<file path="config.mk">
export PLATFORM = sky130hd
export DESIGN_NAME = seg_scan_driver
export DESIGN_NICKNAME = d
export VERILOG_FILES = /design/src/rtl/seg_scan_driver.sv
export SDC_FILE = /design/constraint.sdc
export NUM_CORES = 1
export LEC_CHECK = 0
export BUFFER_PORTS_ARGS = -buffer_cell sky130_fd_sc_hd__buf_2
export CAP_MARGIN = 20
export CORE_AREA = 2 2 72 74
export CTS_CLUSTER_DIAMETER = 40
export DETAILED_ROUTE_END_ITERATION = 16
export DIE_AREA = 0 0 74 76
export GPL_TIMING_DRIVEN = 0
export PLACE_DENSITY = 0.8
export SLEW_MARGIN = 20
export SYNTH_ARGS = -nofsm -noshare
export SYNTH_HDL_FRONTEND = slang
export SYNTH_SLANG_ARGS = --single-unit
</file>
<file path="constraint.sdc">
create_clock -name clk -period 2.96 [get_ports clk]
set_input_delay 0 -clock clk [delete_from_list [all_inputs] [get_ports clk]]
set_output_delay 0 -clock clk [all_outputs]
set_load 0.005 [all_outputs]
</file>
<file path="src/rtl/seg_scan_driver.sv">
// seg_scan_driver: time-multiplexed seven-segment driver with frame-coherent shadows,
// leading-zero blanking, per-digit enable, decimal points and PWM brightness.
module seg_scan_driver #(
    parameter int NUM_DIGITS  = 4,
    parameter int REFRESH_DIV = 100000,
    parameter int DIM_BITS    = 3
) (
    input  logic                    clk,
    input  logic                    rst,
    input  logic [4*NUM_DIGITS-1:0] value,
    input  logic [NUM_DIGITS-1:0]   dp_in,
    input  logic [NUM_DIGITS-1:0]   digit_en,
    input  logic                    blank_lz,
    input  logic [DIM_BITS-1:0]     brightness,
    output logic [6:0]              seg,
    output logic                    dp,
    output logic [NUM_DIGITS-1:0]   an,
    output logic                    frame_tick
);
    localparam int CW = $clog2(REFRESH_DIV);
    localparam int IW = $clog2(NUM_DIGITS);

    logic [CW-1:0]           div_cnt_q, div_cnt_d;
    logic [IW-1:0]           idx_q, idx_d;
    logic                    load_pending_q;
    logic [4*NUM_DIGITS-1:0] value_q;
    logic [NUM_DIGITS-1:0]   dp_q, en_q, an_d;
    logic                    blank_lz_q, slot_end, wrap, blank, lit, dp_d;
    logic [3:0]              nib;
    logic [6:0]              seg_d;

    function automatic logic [6:0] decode(input logic [3:0] h);
        case (h)
            4'h0: decode = 7'b1000000;
            4'h1: decode = 7'b1111001;
            4'h2: decode = 7'b0100100;
            4'h3: decode = 7'b0110000;
            4'h4: decode = 7'b0011001;
            4'h5: decode = 7'b0010010;
            4'h6: decode = 7'b0000010;
            4'h7: decode = 7'b1111000;
            4'h8: decode = 7'b0000000;
            4'h9: decode = 7'b0010000;
            4'hA: decode = 7'b0001000;
            4'hB: decode = 7'b0000011;
            4'hC: decode = 7'b0100111;
            4'hD: decode = 7'b0100001;
            4'hE: decode = 7'b0000110;
            default: decode = 7'b0001110;
        endcase
    endfunction

    always_comb begin
        slot_end  = div_cnt_q == CW'(REFRESH_DIV - 1);
        wrap      = slot_end && idx_q == IW'(NUM_DIGITS - 1);
        div_cnt_d = slot_end ? '0 : div_cnt_q + CW'(1);
        idx_d     = wrap ? '0 : slot_end ? idx_q + IW'(1) : idx_q;
        nib       = value_q[4*idx_q +: 4];
        // shifting out the lower nibbles leaves zero only if this and every higher nibble is zero
        blank     = blank_lz_q && idx_q != '0 && (value_q >> (4*idx_q)) == '0;
        lit       = en_q[idx_q] && !blank && div_cnt_q != '0 && div_cnt_q[DIM_BITS-1:0] <= brightness;
        an_d      = lit ? ~(NUM_DIGITS'(1) << idx_q) : '1;
        seg_d     = lit ? decode(nib) : '1;
        dp_d      = lit ? ~dp_q[idx_q] : 1'b1;
    end

    always_ff @(posedge clk) begin
        if (rst) begin
            div_cnt_q      <= '0;
            idx_q          <= '0;
            load_pending_q <= 1'b1;
            value_q        <= '0;
            dp_q           <= '0;
            en_q           <= '0;
            blank_lz_q     <= 1'b0;
            an             <= '1;
            seg            <= '1;
            dp             <= 1'b1;
            frame_tick     <= 1'b0;
        end else begin
            div_cnt_q      <= div_cnt_d;
            idx_q          <= idx_d;
            load_pending_q <= 1'b0;
            if (load_pending_q || wrap) begin
                value_q    <= value;
                dp_q       <= dp_in;
                en_q       <= digit_en;
                blank_lz_q <= blank_lz;
            end
            an             <= an_d;
            seg            <= seg_d;
            dp             <= dp_d;
            frame_tick     <= wrap;
        end
    end
endmodule

</file>
==> results of run 1 <==
final timing paths:
| kind | startpoint | to | slack (ps) | cells after the start |
|---|---|---|---|---|
| hold / removal | rst | load_pending_q | 340 | 2 |
| hold reg to reg | div_cnt_q[0] | div_cnt_q[0] | 480 | 1 |
| setup reg to reg | idx_q[0] | seg[2] | 170 | 10 |
| setup / recovery | idx_q[0] | seg[2] | 170 | 10 |
power groups by stage:
stage / Clock, mW / Combinational [mW] / Sequential, mW
floorplan: 0 / 0.101 / 0.839
global placement: 0 / 0.140 / 0.843
detailed placement: 0 / 0.145 / 0.845
CTS: 0.803 / 0.174 / 0.828
global route: 0.840 / 0.197 / 0.832
finish: 0.804 / 0.176 / 0.829
area by class of cell:
type / count / share of cell area
inverters: 16 / 0.0175
clock buffers: 11 / 0.0412
clock inverters: 5 / 0.0226
plain buffers: 13 / 0.0219
multi-input cells: 186 / 0.395
flip-flops and latches: 58 / 0.339
repair buffers: 68 / 0.137
well taps: 70 / 0.0255
cell usage after synthesis, drive strengths merged, types with 6 or more instances:
cell type,number
dfxtp,58
nor2,52
mux2i,27
inv,16
nand2,15
ha,14
o211ai,8
xnor2,8
buf,7
nor4,7
o21ai,7
clkbuf,6
mux4,6
nand3,6
kinds of logic (layout without fill, tap and decap cells):
group,Yosys count,count (layout),share of synthesized area
buffers and inverters,29,113,0.0509
xor gates and xnor gates,13,13,0.0429
DFF,58,58,0.438
adders and majority gates,14,14,0.0660
and+or+nand+nor,101,101,0.184
AOI/OAI and AO/OA,25,25,0.0651
muxes,33,33,0.153
metal layers:
metal	vias to the layer above	global-route usage	routed length [um]
li1	1101	-	-
met1	1024	0.274	2580
met2	59	0.366	2830
met3	18	0.0608	228
met4	0	0.105	152
met5	-	0	0
through the flow:
stage	power (mW)	setup WS (ps)	cells
2_1_floorplan	0.940	658	273
3_3_place_gp	0.984	279	385
3_5_place_dp	0.990	232	385
4_1_cts	1.80	169	427
5_1_grt	1.87	9.83	427
6_report	1.81	173	427
sequential cells by signal (all words and copies together) (netlist names):
register / cells
value_q: 16
dp: 1
div_cnt_q: 17
seg: 7
blank_lz_q: 1
dp_q: 4
en_q: 4
load_pending_q: 1
idx_q: 2
frame_tick: 1
an: 4
what timing repair did:
item / 4_1_cts / 5_1_grt
hold endpoints to repair: 26 / 0
hold buffers: 26 / 0
buffers inserted: 0 / 0
setup endpoints to repair: 0 / 0
==> impl_metrics.yaml, run 1 <==
setup_path:
  criticalPathCategory: "reg -> reg"
  critPathMaxFanout: 10
  path_cells: "buf_2, mux4_2, inv_1, ha_1, nor4b_1, nand2_1, a211oi_1, nor4_1, buf_2, o211ai_1"
  cp-start-kind: "flip-flop"
  max_stage_delay_ps: 620
  cp_slowest_cell: "mux4_2"
  cp-end-kind: "flip-flop"
  crit_buf_inv: 3
  arrival_ps: 3050
  cpMostUsedCell: "buf_2"
  cpLargestDelayFamily: "buffers and inverters"
  required_ps: 3230
hold_path:
  hp-class: "in -> reg"
flow_run:
  drv_cap: 0
timing:
  setup_viol: 0
  final_hold_viol_count: 0
  skew_ps: 10.3
  worst_slew_pin_slew_ps: 587
  fmax_ghz: 0.359
  relSlewSlack: 0.605
  min_period_ps: 2790
  holdWs_ps: 343
  min_period_over_period: 0.942
  rsz0062_at_grt: "false"
  setup_tns_ps: 0
  drv_slew: 0
final_layout:
  multi_input_area_um2: 1360
  stdcell_area_um2: 3430
  fillers: 374
  layout_common_cells: "dfxtp_1, nor2_1, buf_2"
  nets: 396
  area_growth_syn_to_layout_pct: 29.3
  layout_commonest_cell: "dfxtp_1"
  antenna_cells: 0
  drive_above_1_share: 0.207
  register_area_um2: 1160
  post-route-util: 0.698
clocking:
  clk_path_buf_depth: 2
  htree_levels: 3
  cts_sinks: 58
  cts_tree: "yes"
  ctsRootBufferMaster: "clkbuf_8"
  numCtsBuffers: 9
  cts.repair.resized: 0
  path_clk_slew_ps: 60
  clk_latency_ps: 340
yosys:
  ys_warn_count: 0
  synth_seq_cells: 58
  synth_cell_types: 38
  synth_nets: 317
  mappedNetlistArea_um2: 2650
  synthDominantCellAreaShare: 0.438
  synth_top_area_cell: "dfxtp_1"
  async_flop_share: 0
  ys.flop_type: "dfxtp_1"
  syn_inst: 273
  synth_edf_count: 0
  synth.area.top_cells: "dfxtp_1, mux2i_1, nor2_1"
  ys_seq_area_frac: 0.438
  avgSynthCellArea_um2: 9.72
pwr:
  p_comb_frac: 0.097
  p_sw_mw: 0.413
  switching_share: 0.228
  power_density_nw_per_um2: 527
  vdd_drop_max_v: 0.000371
  p_leak_nw: 1.39
  clock_power_share: 0.445
  intPower_mw: 1.40
  seqPwrFrac: 0.458
grt:
  grt_antenna_before_repair: 0
  grt_use_total: 0.226
  grt-ovfl-total: 0
  grt_pass1_wl_mm: 9.78
  grt_pass1_vias: 2144
  grt_max_degree: 11
placed_design:
  port_buffers: 42
  placed_area_um2: 2950
  dp_hpwl_mm: 3.73
  gp_congestion: 0.837
floorplanning:
  coreArea_um2: 4910
  row_count: 26
  start_util: 0.540
  fp.dieW_um: 74
  die-area_um2: 5620
  ioPinCount: 43
  die-height_um: 76
drt:
  wire_per_inst_um: 13.6
  drt_iter0_markers: 85
  viasPerCell: 5.16
  vias: 2202
  drt-total-wl_mm: 5.79
  first_pass_iters: 4
  ant_nets: 0
  drc_errors: 0
outcome:
  status: "finished clean"
No activity file was read; power rests on OpenSTA's default activity.
==> run 2: changes to the inputs <==
- ABC_AREA: not set -> 1
- CORE_AREA: 2 2 72 74 -> 2 2 78 80
- DIE_AREA: 0 0 74 76 -> 0 0 80 82
- PLACE_DENSITY: 0.8 -> not set
- PLACE_DENSITY_LB_ADDON: not set -> 0.1
==> run 2 against run 1 <==
  * Clock skew is 4.4 ps lower
  * Area after synthesis is 20% higher
  * Global-route usage is 2.2 points higher
==> impl_metrics.yaml, run 2 <==
setup_path:
  cp-startpoint: "idx_q[0]"
  r2r_start: "idx_q[0]"
  criticalPathCategory: "reg -> reg"
  critPathMaxFanout: 11
  max_stage_delay_ps: 400
  crit_buf_inv: 3
  cp-end-kind: "flip-flop"
  arrival_ps: 2490
  cpMostUsedCell: "nand2_1"
  required_ps: 3190
  cp_slowest_cell: "dfxtp_1"
  cpLargestDelayFamily: "simple AND/OR/NAND/NOR gates"
  cp-start-kind: "flip-flop"
  path_cells: "inv_2, buf_2, nand2_1, nand3_1, nand2_1, ha_1, nand2_1, nor2_1, nand3_1, a21oi_1, nor2_1, buf_4, nand2_1"
pwr:
  vdd_drop_max_v: 0.000349
  p_leak_nw: 1.86
  power_density_nw_per_um2: 433
timing:
  min_period_ps: 2260
  skew_ps: 5.99
  final_hold_viol_count: 0
  rsz0062_at_grt: "false"
  drv_slew: 0
  setup_viol: 0
  min_period_over_period: 0.764
  worst_slew_pin_slew_ps: 490
  setup_slack_ps: 699
  fmax_ghz: 0.442
  relSlewSlack: 0.673
  setup_tns_ps: 0
yosys:
  syn_inst: 484
  synth.area.top_cells: "dfxtp_1, nand2_1, nand3_1"
  mappedNetlistArea_um2: 3180
  synth_top_area_cell: "dfxtp_1"
  ys_seq_area_frac: 0.365
  synth_cell_types: 27
  ys.flop_type: "dfxtp_1"
  synth_most_common_cell: "nand2_1"
  async_flop_share: 0
  synth_edf_count: 0
  synth_nets: 528
  synth_seq_cells: 58
  ys_warn_count: 0
  ys_top_cells_by_count: "nand2_1, nor2_1, dfxtp_1, nand3_1, inv_1"
  avgSynthCellArea_um2: 6.57
  synthDominantCellAreaShare: 0.365
floorplanning:
  die-height_um: 82
  coreArea_um2: 5750
  start_util: 0.554
  ioPinCount: 43
  die-area_um2: 6560
  row_count: 28
  fp.dieW_um: 80
placed_design:
  dp_slack_ps: 734
  port_buffers: 42
  gp_congestion: 0.929
  dp_hpwl_mm: 5.41
grt:
  grt_use_total: 0.248
  grt_pass1_wl_mm: 12.6
  grt_max_degree: 12
  grt-ovfl-total: 0
  grt_pass1_vias: 2883
  grt_antenna_before_repair: 0
final_layout:
  register_area_um2: 1160
  layout_common_cells: "nand2_1, nor2_1, dfxtp_1"
  largest_reg_flops: 17
  fillers: 517
  nets: 607
  layout_commonest_cell: "nand2_1"
  multi_input_area_um2: 1690
  top_regs: "div_cnt_q: 17 flops, value_q: 16 flops, seg: 7 flops"
  area_growth_syn_to_layout_pct: 22.9
  max_flop_register: "div_cnt_q"
  drive_above_1_share: 0.144
  antenna_cells: 0
drt:
  viasPerCell: 4.91
  drt-total-wl_mm: 7.58
  drc_errors: 0
  first_pass_iters: 5
  wire_per_inst_um: 11.8
  drt_iter0_markers: 208
  ant_nets: 0
  vias: 3158
clocking:
  htree_levels: 3
  numCtsBuffers: 9
  cts_setup_buffers: 0
  cts_tree: "yes"
  path_clk_slew_ps: 60
  cts_sinks: 58
  clk_path_buf_depth: 2
  clk_latency_ps: 350
  ctsRootBufferMaster: "clkbuf_8"
flow_run:
  drv_cap: 0
hold_path:
  min_from: "brightness[2]"
  hp-class: "in -> reg"
outcome:
  status: "finished clean"
## run 2: worst paths after layout
| kind | end | slack (ps) | cells past startpoint |
|---|---|---|---|
| min | seg[0] | 330 | 9 |
| max reg2reg | an[1] | 700 | 13 |
| min reg2reg | div_cnt_q[0] | 460 | 1 |
| max | an[1] | 700 | 13 |
## run 2: routing by layer
layer	track usage	routed length, um	share of wire
met5	0	0	0
met4	0.0983	127	0.017
met3	0.0440	338	0.045
met2	0.407	3450	0.45
met1	0.325	3670	0.48
## run 2: timing repair
| item | CTS | global route |
|---|---|---|
| hold endpoints to repair | 27 | 0 |
| hold buffers | 26 | 0 |
| resized for setup | 0 | 0 |
## run 2: layout make-up
class,count,share of cell area
clock buffer,13,0.0381
sequential,58,0.297
tap,75,0.0240
buffer,19,0.0304
timing repair buffer,68,0.120
clock inverter,3,0.00384
inverter,55,0.0528
multi-input combinational,352,0.433
## run 2: cells by family (layout without fill, tap and decap cells)
logic type	Yosys count	in the layout	synth area share
DFF	58	58	0.365
AOI/OAI and AO/OA	46	46	0.0759
adders and majority gates	14	14	0.0551
and+or+nand+nor	287	287	0.388
xor gates and xnor gates	5	5	0.0138
buffers and inverters	74	158	0.102
## run 2: per-stage QoR
step                cell area (um2)  power [mW]  hold WS [ps]  std cells  utilization
global placement               3480        1.04           149        601        0.606
global route                   3910        1.77           380        643        0.680
detailed placement             3480        1.05           156        601        0.606
finish                         3910        1.69           332        643        0.680
CTS                            3910        1.70           342        643        0.680
floorplan                      3180       0.984          27.7        484            -
## run 2: power breakdown
group          switching [mW]  leakage (nW)  internal (mW)  total, mW
Clock                   0.312        0.0872          0.323      0.634
Sequential             0.0196         0.476          0.813      0.832
Combinational           0.122          1.30          0.102      0.224
## run 2: worst register-to-register path, stage by stage (launching register included)
cell	delay, ps
dfxtp_1	400
inv_2	170
buf_2	270
nand2_1	110
nand3_1	90
nand2_1	140
ha_1	260
nand2_1	80
nor2_1	40
nand3_1	60
a21oi_1	40
nor2_1	200
buf_4	220
nand2_1	70
